### config.mk
export PLATFORM = sky130hd
export DESIGN_NAME = button_bank
export DESIGN_NICKNAME = d
export VERILOG_FILES = /design/src/rtl/button_bank.sv
export SDC_FILE = /design/constraint.sdc
export NUM_CORES = 1
export LEC_CHECK = 0
export ABC_AREA = 1
export CORE_UTILIZATION = 60
export CTS_BUF_LIST = sky130_fd_sc_hd__clkbuf_16
export CTS_CLUSTER_DIAMETER = 60
export CTS_CLUSTER_SIZE = 30
export DETAILED_ROUTE_END_ITERATION = 10
export MAX_ROUTING_LAYER = met4
export PLACE_DENSITY = 0.77
export SYNTH_ARGS = -nofsm -noshare
export SYNTH_HDL_FRONTEND = slang
export SYNTH_HIERARCHICAL = 1
export SYNTH_SLANG_ARGS = --single-unit
### constraint.sdc
create_clock -name clk -period 1.9 [get_ports clk]
set_clock_uncertainty 0.15 [all_clocks]
set_input_delay 0.19 -clock clk [delete_from_list [all_inputs] [get_ports clk]]
set_output_delay 0.19 -clock clk [all_outputs]
set_load 0.05 [all_outputs]
### src/rtl/button_bank.sv
// N-channel button synchroniser/debouncer with level, press and release outputs.
// Define BUTTON_BANK_AUTOREPEAT_EN to add hold-to-repeat pulses on repeat_pulse.

module button_chan #(
    parameter int   DEBOUNCE_CYCLES = 1000000,
    parameter bit   INV             = 1'b0,
    parameter int   REPEAT_DELAY    = 25000000,
    parameter int   REPEAT_PERIOD   = 5000000
) (
    input  logic clk,
    input  logic rst,
    input  logic btn,
    output logic level,
    output logic pressed,
    output logic released,
    output logic repeat_pulse
);
    localparam int CW = $clog2(DEBOUNCE_CYCLES);

    logic          sync1, sync2;
    logic [CW-1:0] cnt;
    logic          flip;

    // Level changes when a mismatch arrives with the counter already at its last value.
    assign flip = (sync2 != level) && (cnt == CW'(DEBOUNCE_CYCLES - 1));

    always_ff @(posedge clk) begin
        if (rst) begin
            sync1    <= 1'b0;
            sync2    <= 1'b0;
            cnt      <= '0;
            level    <= 1'b0;
            pressed  <= 1'b0;
            released <= 1'b0;
        end else begin
            sync1    <= btn ^ INV;
            sync2    <= sync1;
            pressed  <= 1'b0;
            released <= 1'b0;
            if (sync2 == level) begin
                cnt <= '0;
            end else if (flip) begin
                level    <= sync2;
                cnt      <= '0;
                pressed  <= sync2;
                released <= ~sync2;
            end else begin
                cnt <= cnt + CW'(1);
            end
        end
    end

`ifdef BUTTON_BANK_AUTOREPEAT_EN
    localparam int RMAX = (REPEAT_DELAY > REPEAT_PERIOD) ? REPEAT_DELAY : REPEAT_PERIOD;
    localparam int RW   = $clog2(RMAX + 1);

    logic [RW-1:0] rcnt;
    logic [RW-1:0] target;
    logic          first;

    // First interval after the press is the long delay, later ones the period.
    assign target = first ? RW'(REPEAT_DELAY) : RW'(REPEAT_PERIOD);

    always_ff @(posedge clk) begin
        if (rst) begin
            rcnt         <= '0;
            first        <= 1'b1;
            repeat_pulse <= 1'b0;
        end else begin
            repeat_pulse <= 1'b0;
            if (!level || flip) begin
                rcnt  <= '0;
                first <= 1'b1;
            end else if (rcnt + RW'(1) == target) begin
                repeat_pulse <= 1'b1;
                rcnt         <= '0;
                first        <= 1'b0;
            end else begin
                rcnt <= rcnt + RW'(1);
            end
        end
    end
`else
    assign repeat_pulse = 1'b0;
`endif
endmodule

module button_bank #(
    parameter int                  CHANNELS        = 3,
    parameter int                  DEBOUNCE_CYCLES = 1000000,
    parameter logic [CHANNELS-1:0] INVERT          = {CHANNELS{1'b0}},
    parameter int                  REPEAT_DELAY    = 25000000,
    parameter int                  REPEAT_PERIOD   = 5000000
) (
    input  logic                clk,
    input  logic                rst,
    input  logic [CHANNELS-1:0] btn_in,
    output logic [CHANNELS-1:0] level,
    output logic [CHANNELS-1:0] pressed,
    output logic [CHANNELS-1:0] released,
    output logic [CHANNELS-1:0] repeat_pulse,
    output logic                any_pressed
);
    for (genvar i = 0; i < CHANNELS; i++) begin : g_chan
        button_chan #(
            .DEBOUNCE_CYCLES(DEBOUNCE_CYCLES),
            .INV            (INVERT[i]),
            .REPEAT_DELAY   (REPEAT_DELAY),
            .REPEAT_PERIOD  (REPEAT_PERIOD)
        ) u_chan (
            .clk         (clk),
            .rst         (rst),
            .btn         (btn_in[i]),
            .level       (level[i]),
            .pressed     (pressed[i]),
            .released    (released[i]),
            .repeat_pulse(repeat_pulse[i])
        );
    end

    assign any_pressed = |level;
endmodule

# == After elaboration in Yosys (flattened, before gate mapping) ==
# Index checks and enable logic that the tools add are counted.
# totals
regBits,75
inputBits,5
output_inout_bits,13
word_cells,52
# op_classes
n_addsub,3
n_eq_ne,9
bitwise_logic,9
n_reduce_logical,13
# ops
op,count
adder 20 x 1 -> 20 bit (second input constant),3
equality test 20 bit (second input constant),3
OR reduction 3 bit,7
NOT 1 bit,9
AND reduction 2 bit,3
equality test 1 bit,3
logical AND 1 bit,3
!= test 1 bit,3

# == Logic depth before layout (Yosys ltp) ==
# depth
depth_word,4
mapped_depth,8
depth_no_buf,8

# == By module ==
# Netlist, hierarchy kept.
# modules_own_cells
module,instances,cells_per_inst,area_per_inst_um2
button_chan,3,178,1223.7
button_bank,1,3,11.3

# == Least setup slack after synthesis ==
# Ideal clock, no wire load.
# synth_path
path_kind,reg-to-reg
from,reg g_chan[0].u_chan.level
to,reg g_chan[0].u_chan.level
setup_ns,0.116
arrival_ns,1.235
required_ns,1.634
slack_ns,0.399
stages_incl_launch_ff,7
path_buffers,0
synth_period_minus_slack_ns,1.501
cell_sequence,dfxtp_1 xor2_1 nand2_1 nor2_1 nand2_1 nand3_1 nand2_1
# synth_between
elab_chain_cells,3
# synth_lines
element,line,text
"start, declared",13,"output logic level,"
"start signal, assigned",43,level <= sync2;
!= test 1 bit or equality test 1 bit (tied branches),"25, 40",
logical AND 1 bit or NOT 1 bit (tied branches),-,
AND reduction 2 bit (no source line) *,-,
# Mark *: on every way between the ends. The rest lies on a longest branch, timed or not.
# A chain may end at the register's enable or synchronous reset.

# == Worst setup path in the final report ==
# layout_path
from,reg g_chan[1].u_chan.released
to,out released[1]
# layout_rtl
element,line,text
"start, declared",15,"output logic released,"
"start signal, assigned",46,released <= ~sync2;
"end, declared",100,"output logic [CHANNELS-1:0] released,"
# No word-level cell between the ends.

==> out/results.ini <==
[global_route]
grt_pass1_wl_um = 12830
grtUsageTotal_pct = 26.08
antenna_found_initial = 0
grt_overflow = 0
grt_start_max_net_pins = 21
grt_pass1_vias = 2943

[setup_path]
endpoint = released[1]
startpoint = g_chan[1].u_chan/released$_SDFF_PP0_
cp_top_family = buffers and inverters
crit_arrival_ns = 1.43
cp_max_fo = 1
rr_endpoint = g_chan[1].u_chan/cnt[18]$_SDFF_PP0_
crit_type = flip-flop to output pin
timing.critical_path.buf_inv = 1
worst_setup_path_end_kind = output pin
r2r-start = g_chan[1].u_chan/cnt[0]$_SDFF_PP0_
cp.depth = 1
worstPathRequired_ns = 1.56
worst_r2r_path_depth = 7
slowest_stage = clkdlybuf4s50_1
slowest_delay_ns = 0.79
path_cells = clkdlybuf4s50_1
r2r_slack_ns = 0.26
crit_path_start_kind = flip-flop

[synthesis]
synth_top_area_share_pct = 40.77
synth_warnings = 6
yosysSeqAreaShare_pct = 40.77
netlist_instances = 537
synth_area_um2 = 3682
synth_cell_type_count = 20
synth_area_leader_cell = dfxtp_1
syn-mean-instance-area_um2 = 6.857
syn-num-nets = 545
synthTopCellsByArea = dfxtp_1, nor2_1, nand2_1, inv_1, nand3_1
synth_seq_cells = 75

[routing]
drc = 0
route.met3.wl_um = 372
route.met2.wl_um = 3560
ant_nets = 0
wl_per_cell_um = 11.70
dr_total_vias = 3312
dr.max_layer_used = met4
wl_um = 7453
avgViaCountPerCell = 5.199
drt_iter0_drc = 297
wl_met1_um = 3440
first_pass_iters = 5

[clocking]
post_cts_buffers = 0
h-tree-depth = 3
cts_tree = done
cts.reportedPaths.clkPinSlew_ns = 0.06
ctsHoldBuffers = 0
clock_sinks = 75
cts_buffer_depth = 2
cts_buffers = 9
worstSkewPairLatency_ns = 0.33
cts_root_buffer = clkbuf_16

[timing]
worst_slack_ns = 0.1267
max_clock_freq_ghz = 0.5639
slew_headroom_pct = 66.35
period_minus_slack_ns = 1.773
worst_slew_pin_slew_ns = 0.5040
finalSetupViolations = 0
slew_viol_final = 0
fin_crit_sh_pct = 93.33
hold_viol_final = 0
rsz0062_at_grt = false
setup-tns-final_ns = 0

[place]
portBuffers = 14
dp_hpwl_um = 5520
pre_cts_slack_ns = 0.2966
place_congestion = 0.9409

[final_layout]
synthToLayoutAreaGrowth_pct = 15.29
drive_gt1_share_pct = 8.897
nNetsFinal = 566
regArea_um2 = 1501
diodes = 0
multi_input_comb_area_um2 = 1907
fillers = 493

[power]
irDropWorstVdd_uv = 723.1
total_power_mw = 3.553
powerDensity_nw_per_um2 = 836.9
p_leak_nw = 1.431

[floorplan]
ioPinCount = 18
core-area_um2 = 5921
die_w_um = 80.34
die-height_um = 80.34
rows = 28
dieArea_um2 = 6455
start_util_pct = 62.19

[hold_path]
min_path_type = primary input to flip-flop

[run]
cap_violations = 0

[outcome]
outcome = finished, final reports clean

==> how the worst min path moves through the flow <==
stage                                      startpoint                           endpoint  cells past startpoint
floorplan                                         rst  g_chan[0].u_chan/sync1$_SDFF_PP0_                      1
global placement    g_chan[0].u_chan/sync1$_SDFF_PP0_  g_chan[0].u_chan/sync2$_SDFF_PP0_                      2
detailed placement  g_chan[0].u_chan/sync1$_SDFF_PP0_  g_chan[0].u_chan/sync2$_SDFF_PP0_                      2
CTS                                         btn_in[1]  g_chan[1].u_chan/sync1$_SDFF_PP0_                      3
global route                                btn_in[1]  g_chan[1].u_chan/sync1$_SDFF_PP0_                      3
finish                                      btn_in[1]  g_chan[1].u_chan/sync1$_SDFF_PP0_                      3
==> layout make-up <==
type	count	share of cell area, %
flip-flops and latches	75	35.37
well taps	75	2.210
clock inverters	6	2.682
multi-input cells	398	44.92
inverters	55	4.863
clock buffers	9	5.305
repair buffers	19	4.657
==> metrics by stage <==
step | area, um2 | hold WS [ns] | util (%) | cells
after floorplan | 3682 | 0.1112 | - | 537
after global placement | 3904 | 0.2432 | 65.93 | 622
after detailed placement | 3904 | 0.2485 | 65.93 | 622
after CTS | 4243 | 0.2132 | 71.66 | 637
after global routing | 4245 | 0.2270 | 71.70 | 637
final | 4245 | 0.2195 | 71.70 | 637
==> state kept, by name, summed over array words and instances (netlist names) <==
register and count:
g_chan.u_chan/cnt 60, g_chan.u_chan/level 3, g_chan.u_chan/pressed 3, g_chan.u_chan/released 3, g_chan.u_chan/sync1 3, g_chan.u_chan/sync2 3
==> power breakdown <==
part | internal [mW] | total (mW) | switching, mW
Sequential | 1.58 | 1.59 | 0.00476
Combinational | 0.0195 | 0.0565 | 0.0370
Clock | 1.28 | 1.91 | 0.633
==> cell families after synthesis <==
| group | Yosys count | synth area share [%] |
|---|---|---|
| and+or+nand+nor | 332 | 39.25 |
| DFF | 75 | 40.77 |
| buffers and inverters | 64 | 7.441 |
| AOI/OAI and AO/OA | 30 | 4.078 |
| xor gates and xnor gates | 30 | 7.136 |
| adders and majority gates | 3 | 1.019 |
| other | 3 | 0.3058 |
==> per-layer routing <==
layer	global-route usage, %	vias to the layer above
met5	-	-
met4	7.857	0
met3	5.455	12
met2	41.36	91
met1	33.36	1496
li1	-	1713
==> what timing repair did <==
item,CTS,global route
endpoints found under the setup margin,0,1
resized for setup,0,1
hold endpoints to repair,0,0
==> Yosys cell counts <==
| cell | count |
|---|---|
| nand2_2 | 9 |
| conb_1 | 3 |
| or2_0 | 6 |
| ha_1 | 3 |
| inv_1 | 55 |
| xnor2_1 | 12 |
| nor2_2 | 12 |
| xor2_1 | 18 |
| nor2_1 | 127 |
| dfxtp_1 | 75 |
| nand3_1 | 36 |
| nor2_4 | 3 |
| nor3_1 | 6 |
| nand2_1 | 112 |
| nand3b_1 | 3 |
| a21oi_1 | 24 |
| or2_2 | 3 |
| o21ai_0 | 6 |
| nand4_1 | 15 |
| buf_4 | 9 |
==> layout by cell type (no fill, tap or decap), drive strengths merged <==
| master | netlist | final |
|---|---|---|
| a21oi | 24 | 24 |
| buf | 9 | 8 |
| bufinv | 0 | 3 |
| clkbuf | 0 | 9 |
| clkdlybuf4s50 | 0 | 10 |
| clkinvlp | 0 | 2 |
| conb | 3 | 3 |
| dfxtp | 75 | 75 |
| dlymetal6s2s | 0 | 1 |
| ha | 3 | 3 |
| inv | 55 | 56 |
| nand2 | 121 | 121 |
| nand3 | 36 | 36 |
| nand3b | 3 | 3 |
| nand4 | 15 | 15 |
| nor2 | 142 | 142 |
| nor3 | 6 | 6 |
| o21ai | 6 | 6 |
| or2 | 9 | 9 |
| xnor2 | 12 | 12 |
| xor2 | 18 | 18 |
Note: power is estimated with default switching activity, not from simulation.
